[config.mk]
export PLATFORM = sky130hd
export DESIGN_NAME = game_flow_sequencer
export DESIGN_NICKNAME = d
export VERILOG_FILES = /design/src/rtl/game_flow_sequencer.sv
export SDC_FILE = /design/constraint.sdc
export NUM_CORES = 1
export LEC_CHECK = 0
export ABC_AREA = 1
export BUFFER_PORTS_ARGS = -buffer_cell sky130_fd_sc_hd__buf_2
export CORE_MARGIN = 2
export CORE_UTILIZATION = 52
export CTS_CLUSTER_SIZE = 28
export DETAILED_ROUTE_END_ITERATION = 16
export GPL_TIMING_DRIVEN = 0
export PLACE_DENSITY = 0.82
export SETUP_SLACK_MARGIN = 0.05
export SLEW_MARGIN = 20
export SYNTH_ARGS = -nofsm -noshare
export SYNTH_HDL_FRONTEND = slang
export SYNTH_SLANG_ARGS = --single-unit
[constraint.sdc]
create_clock -name clk -period 1.6 [get_ports clk]
set_clock_uncertainty 0.2 [all_clocks]
set_input_delay 0.16 -clock clk [delete_from_list [all_inputs] [get_ports clk]]
set_output_delay 0.16 -clock clk [all_outputs]
set_load 0.01 [all_outputs]
[src/rtl/game_flow_sequencer.sv]
// Top-level Bomber Man game-state sequencer: start/level-load/play/death/clear/game-over/win.
// Owns lives, level number and the player invulnerability window fed back to collision logic.
//
// state     | meaning
// ----------+-----------------------------------------------------------
// IDLE      | power-up / reset; waiting for a start key edge
// LOAD      | single cycle; board and enemies reinitialise, invuln reloads
// PLAY      | game running; hits, door and power-ups are evaluated
// DYING     | frozen after an accepted hit for DYING_FRAMES frames
// CLEAR     | frozen after a level clear for CLEAR_FRAMES frames
// GAME_OVER | out of lives; values hold until a new start edge
// WIN       | last level cleared; values hold until a new start edge
module game_flow_sequencer #(
  parameter int unsigned LIVES_INIT    = 3,
  parameter int unsigned LEVEL_MAX     = 8,
  parameter int unsigned INVULN_FRAMES = 60,
  parameter int unsigned DYING_FRAMES  = 45,
  parameter int unsigned CLEAR_FRAMES  = 90
) (
  input  logic       clk,
  input  logic       resetN,
  input  logic       startOfFrame,
  input  logic       start_key,
  input  logic       player_hit,
  input  logic       player_door_idol,
  input  logic       collision_player_powerUp,
  input  logic [1:0] enemies_remaining,
  output logic [2:0] game_state,
  output logic [2:0] lives,
  output logic [3:0] level,
  output logic       player_invulnerable,
  output logic       freeze_motion,
  output logic       level_load,
  output logic       life_lost
);

  typedef enum logic [2:0] {
    S_IDLE      = 3'd0,
    S_LOAD      = 3'd1,
    S_PLAY      = 3'd2,
    S_DYING     = 3'd3,
    S_CLEAR     = 3'd4,
    S_GAME_OVER = 3'd5,
    S_WIN       = 3'd6
  } state_t;

  localparam logic [2:0] LIVES_INIT_C = 3'(LIVES_INIT);
  localparam logic [3:0] LEVEL_MAX_C  = 4'(LEVEL_MAX);
  localparam logic [7:0] INVULN_C     = 8'(INVULN_FRAMES);
  localparam logic [7:0] DYING_C      = 8'(DYING_FRAMES);
  localparam logic [7:0] CLEAR_C      = 8'(CLEAR_FRAMES);

  state_t     state_q, state_d;
  logic [2:0] lives_q, lives_d;
  logic [3:0] level_q, level_d;
  logic [7:0] timer_q, timer_d;
  logic [7:0] invuln_q, invuln_d;
  logic       key_q, key_d;
  logic       rise_q, rise_d;
  logic       life_lost_q, life_lost_d;

  logic hit_ok;
  logic door_ok;

  always_comb begin
    state_d     = state_q;
    lives_d     = lives_q;
    level_d     = level_q;
    timer_d     = timer_q;
    invuln_d    = invuln_q;
    key_d       = start_key;
    rise_d      = start_key & ~key_q;
    life_lost_d = 1'b0;

    hit_ok  = player_hit && (invuln_q == 8'd0);
    door_ok = player_door_idol && (enemies_remaining == 2'd0);

    case (state_q)
      S_IDLE, S_GAME_OVER, S_WIN: begin
        if (rise_q) begin
          lives_d = LIVES_INIT_C;
          level_d = 4'd1;
          state_d = S_LOAD;
        end
      end

      S_LOAD: begin
        invuln_d = INVULN_C;
        state_d  = S_PLAY;
      end

      S_PLAY: begin
        // A hit outranks a simultaneous valid door contact.
        if (hit_ok) begin
          lives_d     = lives_q - 3'd1;
          life_lost_d = 1'b1;
          timer_d     = DYING_C;
          state_d     = S_DYING;
        end else if (door_ok) begin
          timer_d = CLEAR_C;
          state_d = S_CLEAR;
        end

        if (collision_player_powerUp) begin
          invuln_d = INVULN_C;
        end else if (startOfFrame && (invuln_q != 8'd0)) begin
          invuln_d = invuln_q - 8'd1;
        end
      end

      S_DYING: begin
        if (startOfFrame && (timer_q != 8'd0)) begin
          timer_d = timer_q - 8'd1;
          if (timer_q == 8'd1) begin
            state_d = (lives_q == 3'd0) ? S_GAME_OVER : S_LOAD;
          end
        end
      end

      S_CLEAR: begin
        if (startOfFrame && (timer_q != 8'd0)) begin
          timer_d = timer_q - 8'd1;
          if (timer_q == 8'd1) begin
            if (level_q == LEVEL_MAX_C) begin
              state_d = S_WIN;
            end else begin
              level_d = level_q + 4'd1;
              state_d = S_LOAD;
            end
          end
        end
      end

      default: state_d = S_IDLE;
    endcase
  end

  always_ff @(posedge clk or negedge resetN) begin
    if (!resetN) begin
      state_q     <= S_IDLE;
      lives_q     <= 3'd0;
      level_q     <= 4'd0;
      timer_q     <= 8'd0;
      invuln_q    <= 8'd0;
      key_q       <= 1'b0;
      rise_q      <= 1'b0;
      life_lost_q <= 1'b0;
    end else begin
      state_q     <= state_d;
      lives_q     <= lives_d;
      level_q     <= level_d;
      timer_q     <= timer_d;
      invuln_q    <= invuln_d;
      key_q       <= key_d;
      rise_q      <= rise_d;
      life_lost_q <= life_lost_d;
    end
  end

  assign game_state          = state_q;
  assign lives               = lives_q;
  assign level               = level_q;
  assign player_invulnerable = (invuln_q != 8'd0);
  assign freeze_motion       = (state_q != S_PLAY);
  assign level_load          = (state_q == S_LOAD);
  assign life_lost           = life_lost_q;

endmodule

==> impl_table.tex, run 1 <==
\begin{tabular}{lr}
\hline
Metric & Value \\
\hline
\multicolumn{2}{l}{\textbf{Run status}} \\
\quad Run status & finished with violations \\
\quad Violations in the final reports & negative setup slack \\
\multicolumn{2}{l}{\textbf{Die}} \\
\quad Placeable Area & 3420 sq um \\
\quad Rows & 21 \\
\quad Die extent in y & $\sim$64 um \\
\quad Number of primary I/O pins & 23 \\
\quad Initial core utilization & between 50\% and 60\% \\
\quad Overall die area & just over 4000 sq um \\
\quad Die span in x & $\sim$64 um \\
\multicolumn{2}{l}{\textbf{Power and ir drop}} \\
\quad Power Internal & 3180 uW \\
\quad Power density over the cells & 2160 nW/um\^{}2 \\
\quad Clock network fraction of total power & 10.5\% \\
\quad Register share of total power & $\sim$21\% \\
\quad Combinational share of power & around 70\% \\
\quad Worst-case vdd ir drop & between 1000 and 1500 uV \\
\quad Net Sw Frac & 50.3\% \\
\quad Leakage power summed over all cells & roughly 0.0015 uW \\
\quad Switching power summed over all nets & between 3000 and 4000 uW \\
\multicolumn{2}{l}{\textbf{Setup path}} \\
\quad Most used cell along the critical path & sky130\_fd\_sc\_hd\_\_nand2\_1 \\
\quad Maximum fanout encountered on the critical timing path & 7 \\
\quad WP data arrival & roughly 2.0 ns \\
\quad Cell-by-cell trace of the critical path & buf\_6 > inv\_2 > nand3\_2 > nand2\_4 > clkinvlp\_4 > buf\_4 > o21ai\_0 > nand2\_1 > nand2\_1 \\
\quad WP data required & about 1.7 ns \\
\quad Critical Path End Type & register \\
\quad Slowest CP cell & sky130\_fd\_sc\_hd\_\_dfrtp\_1 \\
\quad Kind of critical path & register to register \\
\quad Buffers \& Inverters on Critical Path & 4 \\
\quad Critical Path Max Stage Delay & roughly 0.43 ns \\
\quad Cell type group with the largest total delay on the critical path & buffers and inverters \\
\quad Type of origin of the critical path & register \\
\multicolumn{2}{l}{\textbf{Clock tree}} \\
\quad Clock tree from TritonCTS & done \\
\quad CTS H-tree lvls & 2 \\
\quad Root buf cell & sky130\_fd\_sc\_hd\_\_clkbuf\_4 \\
\quad Sink Count & 29 \\
\quad Worst-skew pair later-pin latency & $\sim$0.35 ns \\
\quad Clock Pin Slew Worst Setup and Hold Paths & $\sim$0.12 ns \\
\quad Number of buffers inserted during clock tree synthesis & 5 \\
\quad Maximum number of buffers from clock root to sink & 2 \\
\multicolumn{2}{l}{\textbf{Job}} \\
\quad \# Max-Cap Violations & 0 \\
\multicolumn{2}{l}{\textbf{Synthesis}} \\
\quad Fraction of registers with async set/reset & between 90\% and 100\% \\
\quad Number of synthesized register bits & 29 \\
\quad Gate count after technology mapping & between 200 and 300 \\
\quad Number of synthesized flops with an enable pin & 0 \\
\quad Dominant cells by area after synthesis & sky130\_fd\_sc\_hd\_\_dfrtp\_1, sky130\_fd\_sc\_hd\_\_nand2\_1, sky130\_fd\_sc\_hd\_\_nand3\_1 \\
\quad Netlist cell types & 24 \\
\quad Sequential fraction of the synthesis area & 38.1\% \\
\quad Per-instance average area after synthesis & 6.82 sq um \\
\quad Library cell with the highest instance count after synthesis & sky130\_fd\_sc\_hd\_\_nand2\_1 \\
\quad Area fraction of the dominant cell type after synthesis & 38.1\% \\
\quad Post-Synthesis Net Count & 296 \\
\quad Most area-hungry cell type in the Yosys netlist & sky130\_fd\_sc\_hd\_\_dfrtp\_1 \\
\quad Top post-synthesis cells by count & sky130\_fd\_sc\_hd\_\_nand2\_1, sky130\_fd\_sc\_hd\_\_inv\_1, sky130\_fd\_sc\_hd\_\_nor2\_1, sky130\_fd\_sc\_hd\_\_nand3\_1, sky130\_fd\_sc\_hd\_\_dfrtp\_1 \\
\quad Top flip-flop cell by instance count after synthesis & sky130\_fd\_sc\_hd\_\_dfrtp\_1 \\
\quad Synthesized area & approximately 1900 sq um \\
\quad Warnings, synthesis & 0 \\
\multicolumn{2}{l}{\textbf{Finish}} \\
\quad Footprint of the multi-input gates & 1360 sq um \\
\quad Final core occ & between 80\% and 90\% \\
\quad Final cell area excluding filler cells & between 2000 and 3000 sq um \\
\quad Number of cells in the finished layout apart from fillers & approximately 400 \\
\quad Fillers & between 150 and 200 \\
\quad Count of antenna diodes in the layout & 0 \\
\quad \# nets final & 373 \\
\quad FF/Latch Area & approximately 730 sq um \\
\quad Synth-to-layout area growth & 55.4\% \\
\quad Fraction of final layout cells with drive strength greater than 1 & a little under half \\
\multicolumn{2}{l}{\textbf{Timing}} \\
\quad Highest achievable clock rate & a little over 500 MHz \\
\quad Worst slew margin relative to its limit & a little over half \\
\quad Min cycle time layout & around 1.9 ns \\
\quad Final-report hold violation count & 0 \\
\quad Worst setup slack after layout & -0.335 ns \\
\quad Setup repair after global routing missed its margin & yes \\
\quad Ratio of final minimum period to clock period & 121\% \\
\quad Count of pins over their slew limit & 0 \\
\quad Total setup violations reported at the end of the flow & 30 \\
\quad Worst-margin pin slew & a little under 0.7 ns \\
\multicolumn{2}{l}{\textbf{Worst hold path}} \\
\quad Worst min path class & input port to register \\
\multicolumn{2}{l}{\textbf{GRT}} \\
\quad Global route total overflow & 0 \\
\quad Number of global-route vias before repair & 1,979 \\
\quad Largest net degree at the start of global routing & 30 \\
\quad Total routing usage reported by global routing & between 20 and 30\% \\
\quad Wire length of the first global-routing pass & $\sim$9200 um \\
\quad Initial antenna violation count & 0 \\
\multicolumn{2}{l}{\textbf{Place}} \\
\quad Post-detailed-placement cell area & 2110 sq um \\
\quad Placed insts & 347 \\
\quad Placer congestion estimate & $\sim$0.93 \\
\quad Port Buffers & 22 \\
\quad Dpl hpwl & $\sim$2900 um \\
\multicolumn{2}{l}{\textbf{Routing}} \\
\quad Routed via count & around 2,400 \\
\quad Routed len/inst & 17.4 um \\
\quad Drt drc & 0 \\
\quad Number of vias per cell & roughly 6 \\
\quad Number of antenna-violating nets in the routed design & 0 \\
\quad Total Routed Length & around 7000 um \\
\quad DRT iter0 DRCs & 360 \\
\quad Detailed-routing iteration count for the pre-antenna-repair pass & 5 \\
\hline
\end{tabular}
-- worst min-delay path, delay by kind of cell --
kind	cells	cell delay (ns)
buffers and inverters	1	0.14
and+or+nand+nor	4	0.32
-- metal layers --
metal  vias up  share of wire [%]  wire length (um)  global-route usage [%]
met5         -                  0                 0                       0
met4         0                6.2               433                    11.7
met3        59                9.7               679                    7.29
met2       186                 47              3310                    49.3
met1      1072                 37              2600                    34.2
li1       1039                  -                 -                       -
-- cells in the final DEF, fill, tap and decap left out, types with 9 or more instances in the layout --
| cell type | instances |
|---|---|
| sky130_fd_sc_hd__nor2_1 | 22 |
| sky130_fd_sc_hd__nand2_4 | 10 |
| sky130_fd_sc_hd__nor2_2 | 9 |
| sky130_fd_sc_hd__nand2_1 | 58 |
| sky130_fd_sc_hd__buf_2 | 20 |
| sky130_fd_sc_hd__nand3_1 | 18 |
| sky130_fd_sc_hd__inv_1 | 28 |
| sky130_fd_sc_hd__nand2_2 | 22 |
| sky130_fd_sc_hd__buf_6 | 9 |
| sky130_fd_sc_hd__nand3_2 | 9 |
| sky130_fd_sc_hd__dfrtp_1 | 24 |
| sky130_fd_sc_hd__buf_4 | 38 |
| sky130_fd_sc_hd__inv_2 | 10 |
-- metrics by stage --
stage	setup TNS, ns	setup WS (ns)	hold slack (ns)	total power, uW
5_1_grt	-6.44	-0.381	0.111	6700
6_report	-5.10	-0.335	0.0994	6390
4_1_cts	-1.55	-0.124	0.0576	5270
3_5_place_dp	-5.40	-0.256	0.0291	3610
2_1_floorplan	-1.33	-0.0887	-0.336	3050
3_3_place_gp	-4.88	-0.243	0.0237	3520
-- state kept, by name (all words and copies together), names as in the netlist --
signal,flops
level,4
rise_q,1
life_lost,1
key_q,1
game_state,3
lives,3
invuln_q,8
timer_q,8
-- layout make-up --
type | count | area share [%]
Buffer | 2 | 0.762
Clock buffer | 7 | 1.86
Clock inverter | 1 | 1.02
Inverter | 41 | 5.50
Multi-Input combinational cell | 207 | 46.1
Sequential cell | 29 | 24.8
Tap cell | 46 | 1.95
Timing Repair Buffer | 70 | 18.1
-- cell families (layout without fill, tap and decap cells) --
group / Yosys count / count (layout) / share of synthesized area [%]
AO/OA/AOI/OAI: 21 / 21 / 6.05
adder cells (fa/ha/maj): 8 / 8 / 5.26
flip-flops: 29 / 29 / 38.1
buffers and inverters: 43 / 121 / 9.07
XOR/XNOR: 4 / 4 / 1.84
AND/OR/NAND/NOR: 174 / 174 / 39.6
-- power groups by stage --
stage / Sequential, uW / Combinational, uW / Clock, uW
after detailed placement: 1260 / 2350 / 0
final: 1330 / 4400 / 671
after global placement: 1260 / 2270 / 0
after floorplan: 1240 / 1810 / 0
after global routing: 1340 / 4660 / 701
after CTS: 1260 / 3350 / 660
-- what timing repair did --
action,CTS,global route
gates resized for setup,65,43
setup endpoints to repair,30,29
pin swaps,25,21
setup buffers,28,16
gates cloned,1,0
hold endpoints to repair,32,0
hold buffers,3,0
-- path summary, 6_finish.rpt --
kind,to,slack [ns],cells past startpoint,startpoint
min in group asynchronous,timer_q[5],0.16,2,resetN
setup / recovery,timer_q[0],-0.33,9,game_state[2]
max in group asynchronous,invuln_q[4],0.53,2,resetN
hold reg to reg,rise_q,0.20,1,key_q
setup reg to reg,timer_q[0],-0.33,9,game_state[2]
hold / removal,game_state[2],0.1,5,startOfFrame
Power figures use the tool's default switching activity.
==> run 2, diff against run 1 <==
Settings changed: CORE_MARGIN 2 to unset.
==> run 2 against run 1 <==
Largest power group unchanged. Combinational power fell by 5.5%. Critical path depth fell by 2. Cell count fell by 1.7%. Critical path type unchanged. The run still ends with negative setup slack left.
==> impl_table.tex, run 2 (synthesized netlist as in run 1, its figures left out) <==
\begin{tabular}{lr}
\hline
Metric & Value \\
\hline
\multicolumn{2}{l}{\textbf{GRT}} \\
\quad Global route total overflow & 0 (unchanged) \\
\quad Initial antenna violation count & 0 (unchanged) \\
\quad Total routing usage reported by global routing & 31.0\% (was 28.7\%) \\
\quad Largest net degree at the start of global routing & 30 (unchanged) \\
\quad Wire length of the first global-routing pass & 9450 um (was 9200 um) \\
\quad Number of global-route vias before repair & 2,163 (was 1,979) \\
\multicolumn{2}{l}{\textbf{Setup path}} \\
\quad WP data arrival & 1.84 ns (was 2.04 ns) \\
\quad Maximum fanout encountered on the critical timing path & 6 (was 7) \\
\quad Type of origin of the critical path & register (unchanged) \\
\quad Slowest CP cell & sky130\_fd\_sc\_hd\_\_dfrtp\_1 (unchanged) \\
\quad Critical Path End Type & register (unchanged) \\
\quad WP data required & 1.63 ns (was 1.70 ns) \\
\quad Buffers \& Inverters on Critical Path & 3 (was 4) \\
\quad Cell type group with the largest total delay on the critical path & simple AND/OR/NAND/NOR gates (was buffers and inverters) \\
\quad Critical Path Max Stage Delay & 0.44 ns (was 0.43 ns) \\
\quad Most used cell along the critical path & sky130\_fd\_sc\_hd\_\_buf\_6 (was sky130\_fd\_sc\_hd\_\_nand2\_1) \\
\quad Kind of critical path & register to register (unchanged) \\
\quad Cell-by-cell trace of the critical path & buf\_6 > nor3\_4 > buf\_6 > nand3\_4 > buf\_12 > nand4\_1 > nand2\_1 (was buf\_6 > inv\_2 > nand3\_2 > nand2\_4 > clkinvlp\_4 > buf\_4 > o21ai\_0 > nand2\_1 > nand2\_1) \\
\multicolumn{2}{l}{\textbf{Routing}} \\
\quad Drt drc & 0 (unchanged) \\
\quad Routed via count & 2,228 (was 2,356) \\
\quad Number of vias per cell & 5.63 (was 5.85) \\
\quad Number of antenna-violating nets in the routed design & 0 (unchanged) \\
\quad Routed len/inst & 16.3 um (was 17.4 um) \\
\quad Detailed-routing iteration count for the pre-antenna-repair pass & 5 (unchanged) \\
\quad Total Routed Length & 6440 um (was 7020 um) \\
\quad DRT iter0 DRCs & 245 (was 360) \\
\multicolumn{2}{l}{\textbf{Timing}} \\
\quad Worst setup slack after layout & -0.215 ns (was -0.335 ns) \\
\quad Worst-margin pin slew & 0.675 ns (was 0.679 ns) \\
\quad Ratio of final minimum period to clock period & 113\% (was 121\%) \\
\quad Count of pins over their slew limit & 0 (unchanged) \\
\quad Total setup violations reported at the end of the flow & 29 (was 30) \\
\quad Worst slew margin relative to its limit & 55.0\% (was 54.8\%) \\
\quad Hold slack & 0.121 ns (was 0.0994 ns) \\
\quad Min cycle time layout & 1.82 ns (was 1.93 ns) \\
\quad Final-report hold violation count & 0 (unchanged) \\
\quad Highest achievable clock rate & 551 MHz (was 517 MHz) \\
\quad Setup repair after global routing missed its margin & yes (unchanged) \\
\multicolumn{2}{l}{\textbf{Die}} \\
\quad Overall die area & 3910 sq um (was 4160 sq um) \\
\quad Rows & 21 (unchanged) \\
\quad Number of primary I/O pins & 23 (unchanged) \\
\quad Initial core utilization & 55.7\% (unchanged) \\
\quad Die extent in y & 62.5 um (was 64.5 um) \\
\quad Placeable Area & 3420 sq um (unchanged) \\
\quad Die span in x & 62.5 um (was 64.5 um) \\
\multicolumn{2}{l}{\textbf{Place}} \\
\quad Port Buffers & 22 (unchanged) \\
\quad Placer congestion estimate & 0.941 (was 0.929) \\
\quad Post-detailed-placement cell area & 2110 sq um (unchanged) \\
\quad Dpl hpwl & 2920 um (was 2930 um) \\
\quad Placed insts & 347 (unchanged) \\
\multicolumn{2}{l}{\textbf{Clock tree}} \\
\quad Number of buffers inserted during clock tree synthesis & 5 (unchanged) \\
\quad Sink Count & 29 (unchanged) \\
\quad Root buf cell & sky130\_fd\_sc\_hd\_\_clkbuf\_4 (unchanged) \\
\quad Worst-skew pair later-pin latency & 0.34 ns (was 0.35 ns) \\
\quad CTS H-tree lvls & 2 (unchanged) \\
\quad Clock tree from TritonCTS & done (unchanged) \\
\quad Clock Pin Slew Worst Setup and Hold Paths & 0.10 ns (was 0.12 ns) \\
\quad Maximum number of buffers from clock root to sink & 2 (unchanged) \\
\multicolumn{2}{l}{\textbf{Finish}} \\
\quad Commonest cells after routing, fill and taps aside & sky130\_fd\_sc\_hd\_\_nand2\_1, sky130\_fd\_sc\_hd\_\_inv\_1, sky130\_fd\_sc\_hd\_\_buf\_4 (was sky130\_fd\_sc\_hd\_\_nand2\_1, sky130\_fd\_sc\_hd\_\_buf\_4, sky130\_fd\_sc\_hd\_\_inv\_1) \\
\quad Number of cells in the finished layout apart from fillers & 396 (was 403) \\
\quad FF/Latch Area & 729 sq um (was 732 sq um) \\
\quad \# nets final & 366 (was 373) \\
\quad Footprint of the multi-input gates & 1310 sq um (was 1360 sq um) \\
\quad Fillers & 177 (was 161) \\
\quad Final cell area excluding filler cells & 2890 sq um (was 2960 sq um) \\
\quad Fraction of final layout cells with drive strength greater than 1 & 44.0\% (was 46.2\%) \\
\quad Synth-to-layout area growth & 51.6\% (was 55.4\%) \\
\quad Count of antenna diodes in the layout & 0 (unchanged) \\
\quad Most common library cell in the layout ignoring fill and taps & sky130\_fd\_sc\_hd\_\_nand2\_1 (unchanged) \\
\multicolumn{2}{l}{\textbf{Power and ir drop}} \\
\quad Worst-case vdd ir drop & 1470 uV (about the same) \\
\quad Power Internal & 3230 uW (was 3180 uW) \\
\quad Register share of total power & 20.9\% (was 20.7\%) \\
\quad Combinational share of power & 66.8\% (was 68.8\%) \\
\quad Clock network fraction of total power & 12.3\% (was 10.5\%) \\
\quad Power density over the cells & 2160 nW/um\^{}2 (about the same) \\
\quad PnR Total Power & 6230 uW (was 6390 uW) \\
\quad Switching power summed over all nets & 3010 uW (was 3220 uW) \\
\quad Leakage power summed over all cells & 0.00149 uW (was 0.00148 uW) \\
\quad Net Sw Frac & 48.2\% (was 50.3\%) \\
\multicolumn{2}{l}{\textbf{Run status}} \\
\quad Violations in the final reports & negative setup slack (unchanged) \\
\quad Run status & finished with violations (unchanged) \\
\multicolumn{2}{l}{\textbf{Job}} \\
\quad \# Max-Cap Violations & 0 (unchanged) \\
\multicolumn{2}{l}{\textbf{Worst hold path}} \\
\quad Worst min path class & input port to register (unchanged) \\
\hline
\end{tabular}
run 2: repair_timing:
item	in CTS	in global routing
pin swaps	18	17
cloned	1	0
setup buffers	31	6
hold buffers	3	0
hold endpoints to repair	32	0
gates resized for setup	55	44
endpoints found under the setup margin	30	31
run 2: metal layers:
metal | GRT usage (%) | routed length (um) | vias up
li1 | - | - | 1024
met5 | 0 | 0 | -
met3 | 7.85 | 491 | 46
met4 | 22.7 | 459 | 0
met1 | 34.0 | 2280 | 1014
met2 | 51.5 | 3210 | 144
run 2: layout make-up:
type,count,share of cell area (%)
multi-input cells,207,45.2
flip-flops and latches,29,25.3
repair buffers,63,17.7
inverters,41,5.42
clock inverters,3,2.25
well taps,46,1.99
clock buffers,5,1.30
plain buffers,2,0.781
run 2: power by group through the flow:
stage	Sequential (uW)	Combinational, uW	Clock (uW)
after CTS	1250	3390	778
after global routing	1320	4470	807
after detailed placement	1270	2330	0
after floorplan	1240	1810	0
final	1300	4160	768
after global placement	1260	2270	0
run 2: metrics by stage:
stage | setup slack [ns] | util (%) | setup TNS (ns)
2_1_floorplan | -0.0887 | - | -1.33
3_5_place_dp | -0.288 | 61.8 | -5.82
3_3_place_gp | -0.244 | 61.8 | -5.06
5_1_grt | -0.270 | 84.5 | -6.28
6_report | -0.215 | 84.5 | -4.48
4_1_cts | -0.106 | 78.9 | -1.75
run 2: worst reg2reg max path, delay by kind of cell (launching register included):
family / cells / cell delay (ns)
DFF: 1 / 0.44
buffers and inverters: 3 / 0.49
and+or+nand+nor: 4 / 0.56
run 2: final timing paths:
kind	startpoint	endpoint	slack [ns]	depth (start not counted)
worst max-delay path	game_state[2]	game_state[2]	-0.22	7
worst max register to register	game_state[2]	game_state[2]	-0.22	7
min in group asynchronous	resetN	timer_q[5]	0.18	2
worst min register to register	key_q	rise_q	0.20	1
worst min-delay path	collision_player_powerUp	invuln_q[3]	0.12	5
max in group asynchronous	resetN	game_state[0]	0.55	2
